File: src/rtl/mux_sel_ctrl.sv
// mux_sel_ctrl: round-robin select controller for a 2:1 data mux.
// Ports: clk, rst_n (async low); req_a/req_b in; sel/gnt_a/gnt_b/busy/switch_cnt out.
module mux_sel_ctrl #(
  parameter int unsigned BURST_LEN = 4
) (
  input  logic       clk,
  input  logic       rst_n,
  input  logic       req_a,
  input  logic       req_b,
  output logic       sel,
  output logic       gnt_a,
  output logic       gnt_b,
  output logic       busy,
  output logic [7:0] switch_cnt
);

  typedef enum logic [1:0] {
    IDLE,
    GRANT_A,
    GRANT_B,
    TURN
  } state_e;

  localparam logic [7:0] LOAD = 8'(BURST_LEN - 1);

  state_e     state_q, state_d;
  logic       sel_q, sel_d;
  logic       last_q, last_d;
  logic       pend_q, pend_d;
  logic [7:0] cnt_q, cnt_d;
  logic [7:0] sw_q, sw_d;

  logic       any_req;
  logic       win_a;
  logic [7:0] sw_inc;

  // last_q/pend_q: 1 = A, 0 = B (same sense as sel)
  assign any_req = req_a | req_b;
  assign win_a   = (req_a & ~req_b) | (req_a & req_b & ~last_q);
  assign sw_inc  = (sw_q == 8'hFF) ? sw_q : sw_q + 8'd1;

  always_comb begin
    state_d = state_q;
    sel_d   = sel_q;
    last_d  = last_q;
    pend_d  = pend_q;
    cnt_d   = cnt_q;
    sw_d    = sw_q;
    unique case (state_q)
      IDLE: begin
        if (any_req) begin
          if (win_a == sel_q) begin
            state_d = win_a ? GRANT_A : GRANT_B;
            cnt_d   = LOAD;
          end else begin
            state_d = TURN;
            pend_d  = win_a;
            sel_d   = win_a;
            sw_d    = sw_inc;
          end
        end
      end
      TURN: begin
        // grant the captured winner even if it dropped its request
        state_d = pend_q ? GRANT_A : GRANT_B;
        cnt_d   = LOAD;
      end
      GRANT_A: begin
        if ((cnt_q == 8'd0) || !req_a) begin
          last_d = 1'b1;
          if (req_b) begin
            state_d = TURN;
            pend_d  = 1'b0;
            sel_d   = 1'b0;
            sw_d    = sw_inc;
          end else if (req_a) begin
            cnt_d = LOAD;
          end else begin
            state_d = IDLE;
          end
        end else begin
          cnt_d = cnt_q - 8'd1;
        end
      end
      GRANT_B: begin
        if ((cnt_q == 8'd0) || !req_b) begin
          last_d = 1'b0;
          if (req_a) begin
            state_d = TURN;
            pend_d  = 1'b1;
            sel_d   = 1'b1;
            sw_d    = sw_inc;
          end else if (req_b) begin
            cnt_d = LOAD;
          end else begin
            state_d = IDLE;
          end
        end else begin
          cnt_d = cnt_q - 8'd1;
        end
      end
      default: state_d = IDLE;
    endcase
  end

  always_ff @(posedge clk or negedge rst_n) begin
    if (!rst_n) begin
      state_q <= IDLE;
      sel_q   <= 1'b0;
      last_q  <= 1'b0;
      pend_q  <= 1'b0;
      cnt_q   <= 8'd0;
      sw_q    <= 8'd0;
    end else begin
      state_q <= state_d;
      sel_q   <= sel_d;
      last_q  <= last_d;
      pend_q  <= pend_d;
      cnt_q   <= cnt_d;
      sw_q    <= sw_d;
    end
  end

  assign sel        = sel_q;
  assign gnt_a      = (state_q == GRANT_A);
  assign gnt_b      = (state_q == GRANT_B);
  assign busy       = (state_q != IDLE);
  assign switch_cnt = sw_q;

endmodule

File: config.mk
export PLATFORM = sky130hd
export DESIGN_NAME = mux_sel_ctrl
export DESIGN_NICKNAME = d
export VERILOG_FILES = /design/src/rtl/mux_sel_ctrl.sv
export SDC_FILE = /design/constraint.sdc
export NUM_CORES = 1
export LEC_CHECK = 0
export CAP_MARGIN = 20
export CORE_UTILIZATION = 40
export DETAILED_ROUTE_END_ITERATION = 16
export PLACE_DENSITY_LB_ADDON = 0.1
export SYNTH_ARGS = -nofsm -noshare
export SYNTH_HDL_FRONTEND = slang
export SYNTH_SLANG_ARGS = --single-unit
File: constraint.sdc
create_clock -name clk -period 2 [get_ports clk]
set_input_delay 0.6 -clock clk [delete_from_list [all_inputs] [get_ports clk]]
set_output_delay 0.6 -clock clk [all_outputs]
set_load 0.05 [all_outputs]
==> results of run 1 <==
power groups by stage:
stage / combinational (W) / clock [W] / sequential (W)
2_1_floorplan: 0.00126 / 0 / 0.000944
3_3_place_gp: 0.00227 / 0 / 0.000703
3_5_place_dp: 0.00232 / 0 / 0.000712
4_1_cts: 0.00236 / 0.000351 / 0.000704
5_1_grt: 0.00274 / 0.000365 / 0.000727
6_report: 0.00251 / 0.000336 / 0.000705
cells in the mapped netlist (4+ instances only):
| library cell | count |
|---|---|
| a21oi_1 | 5 |
| a22o_1 | 4 |
| a32o_1 | 4 |
| dfrtp_1 | 20 |
| ha_1 | 10 |
| inv_1 | 9 |
| nand2_1 | 9 |
| nand3_1 | 5 |
| nor2_1 | 10 |
| nor3_1 | 4 |
| o21ai_0 | 9 |
| xnor2_1 | 7 |
metrics by stage:
| step | total power, W | cell area, um2 | setup slack (ns) | cells |
|---|---|---|---|---|
| 2_1_floorplan | 0.00221 | 1400 | -0.107 | 141 |
| 3_3_place_gp | 0.00298 | 1730 | -0.572 | 216 |
| 3_5_place_dp | 0.00303 | 1730 | -0.645 | 216 |
| 4_1_cts | 0.00341 | 1800 | -0.0114 | 221 |
| 5_1_grt | 0.00383 | 1890 | -0.0896 | 229 |
| 6_report | 0.00355 | 1890 | -0.0191 | 229 |
per-layer routing:
layer | vias to the layer above | track usage | routed length [um]
met4 | 0 | 0.0598 | 17
met2 | 9 | 0.346 | 1640
li1 | 606 | - | -
met1 | 583 | 0.231 | 1440
met5 | - | 0 | 0
met3 | 2 | 0.0260 | 53
critical path, stage by stage:
cell,delay (ns)
clkdlybuf4s15_1,0.19
and2_4,0.18
inv_4,0.06
ha_4,0.19
o21bai_4,0.16
a2bb2oi_2,0.16
o211ai_1,0.15
buf_4,0.17
o21a_1,0.17
a31o_2,0.20
layout make-up:
| class | count | area share |
|---|---|---|
| multi-input cells | 108 | 0.460 |
| flip-flops and latches | 20 | 0.265 |
| repair buffers | 44 | 0.198 |
| well taps | 44 | 0.0292 |
| inverters | 9 | 0.0192 |
| clock inverters | 1 | 0.0159 |
| clock buffers | 3 | 0.0119 |
registers in the layout, indices dropped and copies added (netlist names):
signal / flops
state_q: 2
switch_cnt: 8
pend_q: 1
cnt_q: 8
last_q: 1
how the worst max path moves through the flow:
stage | start | end | slack, ns | cells after the start
2_1_floorplan | req_b | switch_cnt[1] | -0.11 | 9
3_3_place_gp | req_b | cnt_q[0] | -0.57 | 10
3_5_place_dp | req_b | cnt_q[0] | -0.65 | 10
4_1_cts | req_b | cnt_q[0] | -0.01 | 10
5_1_grt | last_q | cnt_q[6] | -0.09 | 10
6_report | req_a | cnt_q[6] | -0.02 | 10
cells by family (layout without fill, tap and decap cells):
logic type,Yosys count,in the layout,share of synthesized area
multiplexers,3,3,0.0278
flip-flops,20,20,0.371
AO/OA/AOI/OAI,44,44,0.243
XOR/XNOR,7,7,0.0455
AND/OR/NAND/NOR,44,44,0.181
buffers and inverters,13,57,0.0390
adder cells (fa/ha/maj),10,10,0.0928
repair_timing:
| action | in CTS | in global routing |
|---|---|---|
| buffers inserted | 1 | 8 |
| resized for setup | 7 | 9 |
| endpoints found under the setup margin | 16 | 16 |
| pin swaps | 7 | 7 |
==> impl_metrics.py, run 1 <==
metrics = {
    "status": {
        "status": "finished with violations",
        "violations": "setup timing",
    },
    "critical_path": {
        "start_kind": "input port",
        "path_class": "in -> reg",
        "cp_max_fo": 2,
        "rr_endpoint": "cnt_q[6]",
        "reg2reg_from": "last_q",
        "worstPathArrival_ns": 2.23,
        "ff2ff_path_depth": 10,
        "critPathRequiredTime_ns": 2.21,
        "endpoint_kind": "flip-flop",
        "reg2reg_slack_ns": 0.02,
    },
    "timing": {
        "final.setup_skew_ns": 0.00459,
        "fin_crit_ns": 2.02,
        "tightestPinTransition_ns": 0.421,
        "timing.setup.tns_ns": -0.0191,
        "slew_headroom": 0.717,
        "setup_viol": 1,
        "maxSlewViolCount": 0,
        "rsz0062_at_grt": "yes",
        "max_freq_mhz": 495,
        "timing.final.crit_share": 1.01,
        "timing.final.ws_setup_ns": -0.0191,
        "finalHoldViolations": 0,
        "hold_slack_ns": 0.518,
    },
    "finish": {
        "drive_gt1_frac": 0.389,
        "multi_input_area_um2": 867,
        "nets": 200,
        "nFillCells": 266,
        "syn_to_final_growth_pct": 39.8,
        "regArea_um2": 500,
        "postLayoutCoreUtil": 0.603,
        "layout_common_cells": "37 x buf_4, 20 x dfrtp_1, 9 x nor2_1",
        "n_antenna_cell": 0,
        "final_common_cell": "buf_4",
    },
    "grt": {
        "grt_max_degree": 21,
        "grt.total_usage": 0.191,
        "antenna_found_initial": 0,
        "grt_pass1_wl_mm": 5.14,
        "globalRouteOverflowTotal": 0,
        "grt_pass1_vias": 1111,
    },
    "floorplan": {
        "placementRows": 20,
        "ios": 16,
        "coreArea_mm2": 0.00313,
        "die_w_um": 60.1,
        "start_util": 0.431,
        "die-area_mm2": 0.00361,
        "die_h_um": 60.1,
    },
    "drt": {
        "routed_wl_mm": 3.15,
        "viasPerCell": 5.24,
        "drc": 0,
        "avgRoutedWirePerCell_um": 13.8,
        "firstDrtPassIters": 4,
        "vias": 1200,
        "drtAntennaViolNets": 0,
        "initialDrtViolationCount": 37,
    },
    "synthesis": {
        "synth.cell_area_mm2": 0.00135,
        "yosysSeqAreaShare": 0.371,
        "syn_nets": 155,
        "yosysWarnings": 0,
        "synth.top_cell.area_share": 0.371,
        "synthCells": 141,
        "ys_seq_elements": 20,
        "ys_types": 42,
        "yosys_most_used_dff": "dfrtp_1",
        "yosys-top-cells-area": "dfrtp_1 37%, ha_1 9.3%, xnor2_1 4.5%",
        "synth_area_leader_cell": "dfrtp_1",
        "synth_edf_count": 0,
        "synthArstFlopShare": 1.00,
        "syn_area_per_cell_um2": 9.57,
    },
    "placement": {
        "gp_congestion": 0.778,
        "dpl.hpwl_mm": 2.29,
        "port_buffers": 15,
    },
    "worst_hold_path": {
        "holdCritPathClass": "reg -> reg",
        "hold_depth": 1,
        "hold_start": "switch_cnt[7]",
        "hold_end": "switch_cnt[7]",
    },
    "clocking": {
        "cts_buffer_depth": 2,
        "cts_root_buf": "clkbuf_4",
        "htreeDepth": 1,
        "holdBufCountCts": 0,
        "insertion_delay_ns": 0.30,
        "cts_made_buffers": 3,
        "cts_tree": "yes",
        "cts_sinks": 20,
        "clk_pin_slew_ns": 0.12,
    },
    "power": {
        "peakVddDrop_mv": 0.642,
        "seqPwrFrac": 0.198,
        "swShare": 0.453,
        "power_density_mw_per_mm2": 1880,
        "internal_power_w": 0.00194,
        "clock_power_share": 0.095,
        "netSwitchingPower_w": 0.00161,
        "pwr-share-comb": 0.707,
        "leakagePower_nw": 0.866,
    },
    "flow_run": {
        "maxCapViolations": 0,
    },
}
No activity file was read; power rests on OpenSTA's default activity.
==> run 2, diff against run 1 <==
--- a/config.mk
+++ b/config.mk
@@ -6,7 +6,9 @@
 export NUM_CORES = 1
 export LEC_CHECK = 0
 export CAP_MARGIN = 20
-export CORE_UTILIZATION = 40
+export CELL_PAD_IN_SITES_DETAIL_PLACEMENT = 0
+export CELL_PAD_IN_SITES_GLOBAL_PLACEMENT = 1
+export CORE_UTILIZATION = 38
 export DETAILED_ROUTE_END_ITERATION = 16
 export PLACE_DENSITY_LB_ADDON = 0.1
 export SYNTH_ARGS = -nofsm -noshare
==> run 2 against run 1 <==
Effect of this change:
- the run now ends clean
- critical path depth decreased by 6
- clock power about the same
- register-to-register slack improved by 0.05 ns
- sequential power about the same
- largest cell class unchanged
- via count decreased by 1.3%
- die area increased by 5.1%
- hold slack got worse by 0.0057 ns
- core utilization decreased by 4.3 points
- clock-buffer cell count unchanged
- highest routed layer unchanged
- flip-flop and latch count unchanged
- global-route usage decreased by 1.2 points
- clock skew decreased by 0.0025 ns
==> impl_metrics.py, run 2 (synthesis gave the netlist of run 1 again) <==
metrics = {
    "status": {
        "status": "finished, final reports clean",
    },
    "power": {
        "peakVddDrop_mv": 0.586,
        "netSwitchingPower_w": 0.00163,
        "swShare": 0.454,
        "internal_power_w": 0.00196,
        "power_density_mw_per_mm2": 1910,
        "pwr-share-comb": 0.708,
        "clock_power_share": 0.095,
        "leakagePower_nw": 0.844,
        "seqPwrFrac": 0.197,
    },
    "timing": {
        "fin_crit_ns": 1.98,
        "maxSlewViolCount": 0,
        "finalHoldViolations": 0,
        "max_freq_mhz": 505,
        "setup_viol": 0,
        "rsz0062_at_grt": "yes",
        "final.setup_skew_ns": 0.00209,
        "slew_headroom": 0.746,
        "tightestPinTransition_ns": 0.378,
        "timing.final.crit_share": 0.991,
        "timing.setup.tns_ns": 0,
    },
    "grt": {
        "top_usage_layer": "met2",
        "antenna_found_initial": 0,
        "grt_pass1_vias": 1091,
        "use_met3": 0.0273,
        "grt.total_usage": 0.179,
        "use_met2": 0.303,
        "globalRouteOverflowTotal": 0,
        "grt_max_degree": 21,
        "grt_pass1_wl_mm": 4.97,
        "grt.met1_usage": 0.235,
    },
    "floorplan": {
        "start_util": 0.401,
        "coreArea_mm2": 0.00336,
        "die-area_mm2": 0.00379,
        "ios": 16,
        "die_w_um": 61.6,
        "placementRows": 21,
        "die_h_um": 61.6,
    },
    "drt": {
        "firstDrtPassIters": 4,
        "avgRoutedWirePerCell_um": 14.2,
        "vias": 1185,
        "viasPerCell": 5.24,
        "initialDrtViolationCount": 20,
        "routed_wl_mm": 3.21,
        "drc": 0,
        "drtAntennaViolNets": 0,
    },
    "critical_path": {
        "cp_top_family": "flip-flops",
        "rr_endpoint": "switch_cnt[1]",
        "cp_cell_sequence": "inv_1 -> ha_2 -> buf_4 -> buf_12",
        "critPathRequiredTime_ns": 1.40,
        "reg2reg_from": "last_q",
        "endpoint_kind": "output port",
        "ff2ff_path_depth": 10,
        "crit_buf_inv": 3,
        "cpPeakStageDelay_ns": 0.46,
        "reg2reg_slack_ns": 0.07,
        "worstPathArrival_ns": 1.38,
        "start_kind": "flip-flop",
        "cp_max_fo": 5,
        "crit_path_start": "state_q[0]",
        "cp_slowest_cell": "dfrtp_2",
        "path_class": "reg -> out",
    },
    "clocking": {
        "cts_tree": "yes",
        "insertion_delay_ns": 0.31,
        "htreeDepth": 1,
        "clk_pin_slew_ns": 0.12,
        "cts_buffer_depth": 2,
        "cts_root_buf": "clkbuf_4",
        "cts_sinks": 20,
        "cts_made_buffers": 3,
    },
    "finish": {
        "layout_common_cells": "30 x buf_4, 18 x dfrtp_1, 9 x nor2_1, 8 x inv_1",
        "postLayoutCellArea_mm2": 0.00188,
        "nets": 195,
        "nFillCells": 327,
        "n_antenna_cell": 0,
        "drive_gt1_frac": 0.389,
        "final_common_cell": "buf_4",
        "syn_to_final_growth_pct": 39.5,
    },
    "worst_hold_path": {
        "holdCritPathClass": "reg -> reg",
        "hold_end": "switch_cnt[6]",
        "hold_start": "switch_cnt[6]",
        "hold_depth": 1,
    },
    "placement": {
        "dpl.hpwl_mm": 2.28,
        "port_buffers": 15,
        "gp_congestion": 0.809,
        "dpl_cell_area_mm2": 0.00173,
    },
    "flow_run": {
        "maxCapViolations": 0,
    },
}
==> run 2: cell count changes in the layout (fill, tap and decap cells not counted), sizes merged <==
cell / previous run / this run
buf: 42 / 36
clkbuf: 3 / 4
==> run 2: worst max path at each step <==
stage,to,depth (start not counted)
finish,gnt_b,4
global route,gnt_b,4
CTS,cnt_q[2],10
detailed placement,cnt_q[0],10
global placement,cnt_q[3],10
floorplan,switch_cnt[1],9
==> run 2: area by class of cell <==
type                            count  area (um2)  area share
Tap cell                           46        57.6      0.0306
Clock buffer                        3        22.5      0.0120
Sequential cell                    20         503       0.267
Multi-Input combinational cell    108         880       0.467
Inverter                            9        36.3      0.0193
Clock inverter                      1        30.0      0.0160
Timing Repair Buffer               39         353       0.188
==> run 2: worst reg2reg max path: stages (launching register included) <==
cell,delay (ns)
dfrtp_1,0.41
nand2_2,0.06
and2_4,0.15
inv_4,0.04
ha_4,0.27
buf_6,0.10
o21ai_4,0.05
a211oi_4,0.24
buf_12,0.16
nand2_4,0.06
mux2_4,0.30
==> run 2: power groups by stage <==
stage          Combinational [W]  Sequential [W]  Clock (W)
2_1_floorplan            0.00126        0.000944          0
3_3_place_gp             0.00232        0.000706          0
3_5_place_dp             0.00234        0.000716          0
4_1_cts                  0.00239        0.000706   0.000354
5_1_grt                  0.00276        0.000730   0.000364
6_report                 0.00254        0.000707   0.000339
==> run 2: per-layer routing <==
metal / vias up / wire (um)
li1: 596 / -
met1: 569 / 1520
met2: 14 / 1540
met3: 6 / 76
met4: 0 / 65
met5: - / 0
==> run 2: repair_timing <==
item                       in CTS  in global routing
pin swaps                       5                  9
hold buffers                    0                  0
resized for setup               7                 12
buffers inserted                1                  5
setup endpoints to repair      17                 15
==> run 2: metrics by stage <==
stage	cells	worst slack (ns)	total power (W)	hold slack [ns]	util
6_report	226	0.0179	0.00359	0.513	0.560
3_3_place_gp	216	-0.584	0.00303	0.486	0.514
4_1_cts	221	0.00355	0.00346	0.515	0.539
2_1_floorplan	141	-0.107	0.00221	0.304	-
3_5_place_dp	216	-0.630	0.00305	0.492	0.514
5_1_grt	226	-0.0410	0.00386	0.539	0.560
